[src/rtl/capture_ctrl.sv]
// Capture sequencer: gates ADC samples (or a counter test pattern) into
// fixed-size packets with TLAST, buffers them in a first-word-fall-through
// FIFO and presents them as an AXI4-Stream master to the DMA S2MM input.
module capture_ctrl #(
  parameter int unsigned DATA_W     = 16,
  parameter int unsigned SIZE_W     = 16,
  parameter int unsigned FIFO_DEPTH = 16
) (
  input  logic              clk,
  input  logic              resetn,
  input  logic              ctrl_start,
  input  logic              ctrl_test,
  input  logic [SIZE_W-1:0] pkt_size,
  input  logic [DATA_W-1:0] adc_data,
  input  logic              adc_valid,
  output logic [DATA_W-1:0] m_axis_tdata,
  output logic              m_axis_tvalid,
  output logic              m_axis_tlast,
  input  logic              m_axis_tready,
  output logic              busy,
  output logic              overflow,
  output logic [31:0]       pkt_count
);

  localparam int unsigned AW = $clog2(FIFO_DEPTH);
  localparam int unsigned CW = AW + 1;

  typedef enum logic [1:0] {
    S_IDLE  = 2'd0,
    S_RUN   = 2'd1,
    S_DRAIN = 2'd2
  } state_t;

  // FIFO storage and pointers; the head entry is mirrored in r_tdata/r_tlast
  logic [DATA_W-1:0] r_mem_data [FIFO_DEPTH];
  logic              r_mem_last [FIFO_DEPTH];
  logic [AW-1:0]     r_rptr;
  logic [AW-1:0]     r_wptr;
  logic [CW-1:0]     r_count;
  logic              r_tvalid;
  logic              r_tlast;
  logic [DATA_W-1:0] r_tdata;

  // Sequencer state
  state_t            r_state;
  logic              r_busy;
  logic              r_overflow;
  logic [31:0]       r_pkt_count;
  logic [DATA_W-1:0] r_tcnt;
  logic [SIZE_W-1:0] r_in_idx;
  logic [SIZE_W-1:0] r_size;
  logic              r_start_d;

  logic              w_pop;
  logic              w_full;
  logic              w_room;
  logic              w_last_tag;
  logic              w_stop_idle;
  logic              w_push_req;
  logic              w_push;
  logic              w_drop;
  logic              w_start_rise;
  logic [DATA_W-1:0] w_push_data;
  logic [CW-1:0]     w_cnt_ap;
  logic [AW-1:0]     w_rptr_nxt;
  logic              w_head_vld;
  logic [DATA_W-1:0] w_head_data;
  logic              w_head_last;

  // A full FIFO still accepts a push when the head is leaving this cycle
  assign w_pop        = r_tvalid & m_axis_tready;
  assign w_full       = (r_count == CW'(FIFO_DEPTH));
  assign w_room       = ~w_full | w_pop;
  assign w_last_tag   = (r_in_idx == (r_size - SIZE_W'(1)));
  assign w_stop_idle  = (r_state == S_RUN) & ~ctrl_start & (r_in_idx == '0);
  assign w_push_req   = (r_state == S_RUN) & adc_valid & ~w_stop_idle;
  assign w_push       = w_push_req & w_room;
  assign w_drop       = w_push_req & ~w_room;
  assign w_start_rise = ctrl_start & ~r_start_d;
  assign w_push_data  = ctrl_test ? r_tcnt : adc_data;
  assign w_cnt_ap     = r_count - CW'(w_pop);
  assign w_rptr_nxt   = r_rptr + AW'(w_pop);

  // Next head of the FIFO: oldest stored entry, else the sample being pushed
  always_comb begin
    w_head_vld  = 1'b0;
    w_head_data = '0;
    w_head_last = 1'b0;
    if (w_cnt_ap != '0) begin
      w_head_vld  = 1'b1;
      w_head_data = r_mem_data[w_rptr_nxt];
      w_head_last = r_mem_last[w_rptr_nxt];
    end else if (w_push) begin
      w_head_vld  = 1'b1;
      w_head_data = w_push_data;
      w_head_last = w_last_tag;
    end
  end

  // FIFO storage write port
  always_ff @(posedge clk) begin
    if (w_push) begin
      r_mem_data[r_wptr] <= w_push_data;
      r_mem_last[r_wptr] <= w_last_tag;
    end
  end

  // FIFO pointers, occupancy and registered stream outputs
  always_ff @(posedge clk or negedge resetn) begin
    if (!resetn) begin
      r_wptr   <= '0;
      r_rptr   <= '0;
      r_count  <= '0;
      r_tvalid <= 1'b0;
      r_tdata  <= '0;
      r_tlast  <= 1'b0;
    end else begin
      if (w_push) begin
        r_wptr <= r_wptr + AW'(1);
      end
      r_rptr   <= w_rptr_nxt;
      r_count  <= w_cnt_ap + CW'(w_push);
      r_tvalid <= w_head_vld;
      r_tdata  <= w_head_data;
      r_tlast  <= w_head_last;
    end
  end

  // Capture sequencer: IDLE -> RUN on a start edge, RUN -> DRAIN on a
  // packet boundary once start drops, DRAIN -> IDLE once the FIFO is empty
  always_ff @(posedge clk or negedge resetn) begin
    if (!resetn) begin
      r_state     <= S_IDLE;
      r_busy      <= 1'b0;
      r_overflow  <= 1'b0;
      r_pkt_count <= '0;
      r_tcnt      <= '0;
      r_in_idx    <= '0;
      r_size      <= '0;
      r_start_d   <= 1'b0;
    end else begin
      r_start_d <= ctrl_start;
      if (w_pop && r_tlast) begin
        r_pkt_count <= r_pkt_count + 32'd1;
      end
      case (r_state)
        S_IDLE: begin
          if (w_start_rise && (pkt_size != '0)) begin
            r_state     <= S_RUN;
            r_busy      <= 1'b1;
            r_size      <= pkt_size;
            r_overflow  <= 1'b0;
            r_pkt_count <= '0;
            r_in_idx    <= '0;
            r_tcnt      <= '0;
          end
        end
        S_RUN: begin
          if (w_stop_idle) begin
            r_state <= S_DRAIN;
          end else begin
            if (w_drop) begin
              r_overflow <= 1'b1;
            end
            if (w_push) begin
              r_tcnt   <= r_tcnt + DATA_W'(1);
              r_in_idx <= w_last_tag ? '0 : (r_in_idx + SIZE_W'(1));
              if (!ctrl_start && w_last_tag) begin
                r_state <= S_DRAIN;
              end
            end
          end
        end
        S_DRAIN: begin
          if (r_count == '0) begin
            r_state <= S_IDLE;
            r_busy  <= 1'b0;
          end
        end
        default: begin
          r_state <= S_IDLE;
          r_busy  <= 1'b0;
        end
      endcase
    end
  end

  assign m_axis_tdata  = r_tdata;
  assign m_axis_tvalid = r_tvalid;
  assign m_axis_tlast  = r_tlast;
  assign busy          = r_busy;
  assign overflow      = r_overflow;
  assign pkt_count     = r_pkt_count;

endmodule

[config.mk]
export PLATFORM = sky130hd
export DESIGN_NAME = capture_ctrl
export DESIGN_NICKNAME = d
export VERILOG_FILES = /design/src/rtl/capture_ctrl.sv
export SDC_FILE = /design/constraint.sdc
export NUM_CORES = 1
export LEC_CHECK = 0
export ABC_AREA = 1
export CORE_MARGIN = 1.5
export CORE_UTILIZATION = 54
export DETAILED_ROUTE_END_ITERATION = 8
export PLACE_DENSITY = 0.81
export SLEW_MARGIN = 0
export SYNTH_ARGS = -nofsm -noshare
export SYNTH_HDL_FRONTEND = slang
export SYNTH_SLANG_ARGS = --single-unit
[constraint.sdc]
create_clock -name clk -period 2.61 [get_ports clk]
set_input_delay 0.522 -clock clk [delete_from_list [all_inputs] [get_ports clk]]
set_output_delay 0.522 -clock clk [all_outputs]
set_load 0.1 [all_outputs]
==> results.md <==
* Hold Crit Depth at 2
* Run status: finished clean
* Post-Syn Instances at 1672
* Synth cell count leaders: nand2_1, edfxtp_1, nor2_1, dfrtp_1
* Worst hold start: r_size[15]
* Gate power share at 0.435
* CTS tree: built
* FF-to-FF Start: m_axis_tvalid
* CP Max Fanout at 20
* Antenna-violating nets left at 0
* Post_cts resized at 0
* Final Max Tran Viols at 0
* Critical path startpoint category: flop
* Core area at between 0.03 and 0.04 sq mm
* Post-synth EDFFs at roughly 270
* Top-count cell post-synth: nand2_1
* Area leader, netlist: edfxtp_1
* Vias in the first global route at 13300
* VDD IR max at around 1.2 mV
* Synth Flop Type: edfxtp_1
* PortBufs at 89
* Final min period at between 2000 and 2500 ps
* Worst Skew at 25.4 ps
* Setup Viol. Count Final at 0
* Post-synth top area share at 0.461
* Die ar. at 0.0339 sq mm
* HP Class: reg2reg
* Detailed Route Iter0 Violations at about 1500
* Initial antenna violation count at 0
* Clock sink total at 388
* Final hold viol count at 0
* Total CTS buffers at a little over 40
* Area delta synth->final at 20.2%
* Setup TNS Final at 0 ps
* Routed len/inst at 19.4 um
* Clock buffer depth at 3
* Worst reg2reg path depth at 11
* Die H at 184 um
* Boundary Pins at 90
* Maximum clock rate at approximately 420 MHz
* Worst-path clk slew at 70 ps
* FF-to-FF setup slack at around 260 ps
* Via count at 13200
* First-pass GRT wire length at approximately 71000 um
* Vias per cell at 5.78
* Pwr dens at approximately 1200 mW/mm^2
* Clock latency at the later pin of the worst-skew pair at between 500 and 600 ps
* # fillers at about 2400
* Internal at about 15 mW
* Placed insts at around 2200
* Share of layout cells above drive strength 1 at 0.157
* Crit path DAT at 2850 ps
* Synth top area cells: edfxtp_1, dfrtp_1, nand2_1
* Num rows at 66
* WS Path Type: reg2reg
* RR Endpoint: m_axis_tdata[8]
* Die W at 184 um
* Overflow left after global routing at 0
* Pin count of the biggest net entering global routing at 64
* Post-synth cell types at 46
* Final-stage net count at between 1500 and 2000
* Worst endpoint required time at 3100 ps
* CP endpoint kind: flop
* # H-tree levels at 2
* DPL Wire Length at roughly 28000 um
* GPL Wtd Cong at roughly 0.9
* Tot Pwr at ~25 mW
* Hold endpoint: r_size[15]
* Max-slew headroom at 0.554
* Post-route DRC at 0
* Switching fraction of total power at 0.409
* Async set-or-reset flop fraction in the synthesized netlist at 0.299
* LEAKAGE at roughly 8.4 nW
* Warnings from Yosys at 0
* Ant diodes at 0
* Drt total wl at between 40000 and 50000 um
* Total track usage at 0.271
* Non-Filler Instances at 2291
* Least-Margin Pin Slew at roughly 670 ps
* Post-synthesis average cell area at around 11 sq um
* Starting Density at 0.547
* Tcrit/Tclk final at 0.902
* Psw at 10.1 mW
* Mapped Nets at about 1700
* Seq/Total Area, Yosys at 0.625
* Sequential share of power at 0.313
* Pre-Repair DR Iteration Count at 8
* Final hold slack at between 500 and 600 ps
* Clock power frac at 0.252
* Register bit total from synthesis at 388
* Unrepaired setup endpoints after global routing: false
* Max Cap Violations at 0
* Mapped Area at between 0.015 and 0.02 sq mm
* Root Driver: clkbuf_16
==> placed cells by master, fill, tap and decap left out, drive strengths merged, types with 3 or more instances in the layout <==
cell           instances
clkbuf                49
o21ai                132
dfrtp                116
a21oi                  9
nand2                299
nor2                 278
inv                  124
buf                  143
clkinv                12
ha                    15
o221ai                25
bufinv                 6
o31ai                  8
xor2                  48
edfxtp               272
nor4                  12
nand3b                 4
nand3                 68
nand4                 34
o211ai                25
or2                    7
xnor2                 16
o32ai                 43
mux2i                 25
nor3                  33
and3                   3
clkdlybuf4s50         36
==> final cells by class <==
cell class | count | area (sq um) | area share
multi-input combinational | 1088 | 5920 | 0.278
sequential | 388 | 11100 | 0.520
timing repair buffer | 180 | 1840 | 0.0867
tap | 442 | 553 | 0.0260
inverter | 117 | 440 | 0.0207
clock buffer | 49 | 1110 | 0.0521
clock inverter | 27 | 345 | 0.0162
==> worst max-delay path, cell delays in order, from the launching register on <==
cell and delay, ps:
dfrtp_2 440, nand2_2 130, inv_1 150, ha_4 210, ha_4 360, buf_4 260
o21ai_0 120, o221ai_1 190, o211ai_1 170, o21ai_1 140, nand2_1 60, nand2_1 60
==> through the flow <==
step | util | worst slack [ps] | area (sq um)
6_report | 0.657 | 255 | 21300
5_1_grt | 0.657 | 106 | 21300
4_1_cts | 0.657 | 276 | 21300
3_5_place_dp | 0.612 | -250 | 19800
3_3_place_gp | 0.612 | -183 | 19800
2_1_floorplan | - | 34.5 | 17800
==> how the worst max path moves through the flow <==
stage / cells past startpoint / to / slack [ps] / start
CTS: 11 / m_axis_tdata[10] / 280 / m_axis_tvalid
global route: 11 / m_axis_tdata[12] / 110 / m_axis_tvalid
floorplan: 13 / m_axis_tdata[7] / 30 / m_axis_tvalid
detailed placement: 13 / m_axis_tdata[1] / -250 / m_axis_tready
finish: 11 / m_axis_tdata[8] / 260 / m_axis_tvalid
global placement: 11 / r_mem_data[7][8] / -180 / m_axis_tready
==> logic make-up after synthesis <==
kind of cell	synth area share
DFF	0.625
xor gates and xnor gates	0.0321
AOI/OAI and AO/OA	0.0889
adders and majority gates	0.0106
buffers and inverters	0.0450
muxes	0.0141
and+or+nand+nor	0.184
==> per-layer routing <==
metal	share of wire	wire length, um	vias to the layer above	global-route usage
li1	-	-	6132	-
met1	0.39	17400	6390	0.344
met2	0.50	22300	611	0.464
met3	0.077	3440	107	0.0446
met4	0.031	1370	0	0.107
met5	0	0	-	0
==> what timing repair did <==
action | CTS | global route
hold buffers | 1 | 0
hold endpoints to repair | 33 | 0
setup buffers | 0 | 0
setup endpoints to repair | 0 | 0
==> power groups by stage <==
stage                     clock network, mW  registers [mW]  logic [mW]
after floorplan                           0            9.11        5.82
after global placement                    0            7.84        10.2
after detailed placement                  0            7.86        10.6
after CTS                              6.30            7.75        10.7
after global routing                   6.57            7.80        11.7
final                                  6.24            7.75        10.8
==> sequential cells by signal, summed over array words and instances, names as in the netlist <==
signal         count
m_axis_tlast       1
busy               1
m_axis_tvalid      1
r_count            5
r_tcnt            16
pkt_count         32
r_size            16
m_axis_tdata      16
r_wptr             4
r_state            2
r_mem_last        16
r_in_idx          16
overflow           1
r_start_d          1
r_rptr             4
r_mem_data       256
Power figures use the tool's default switching activity.
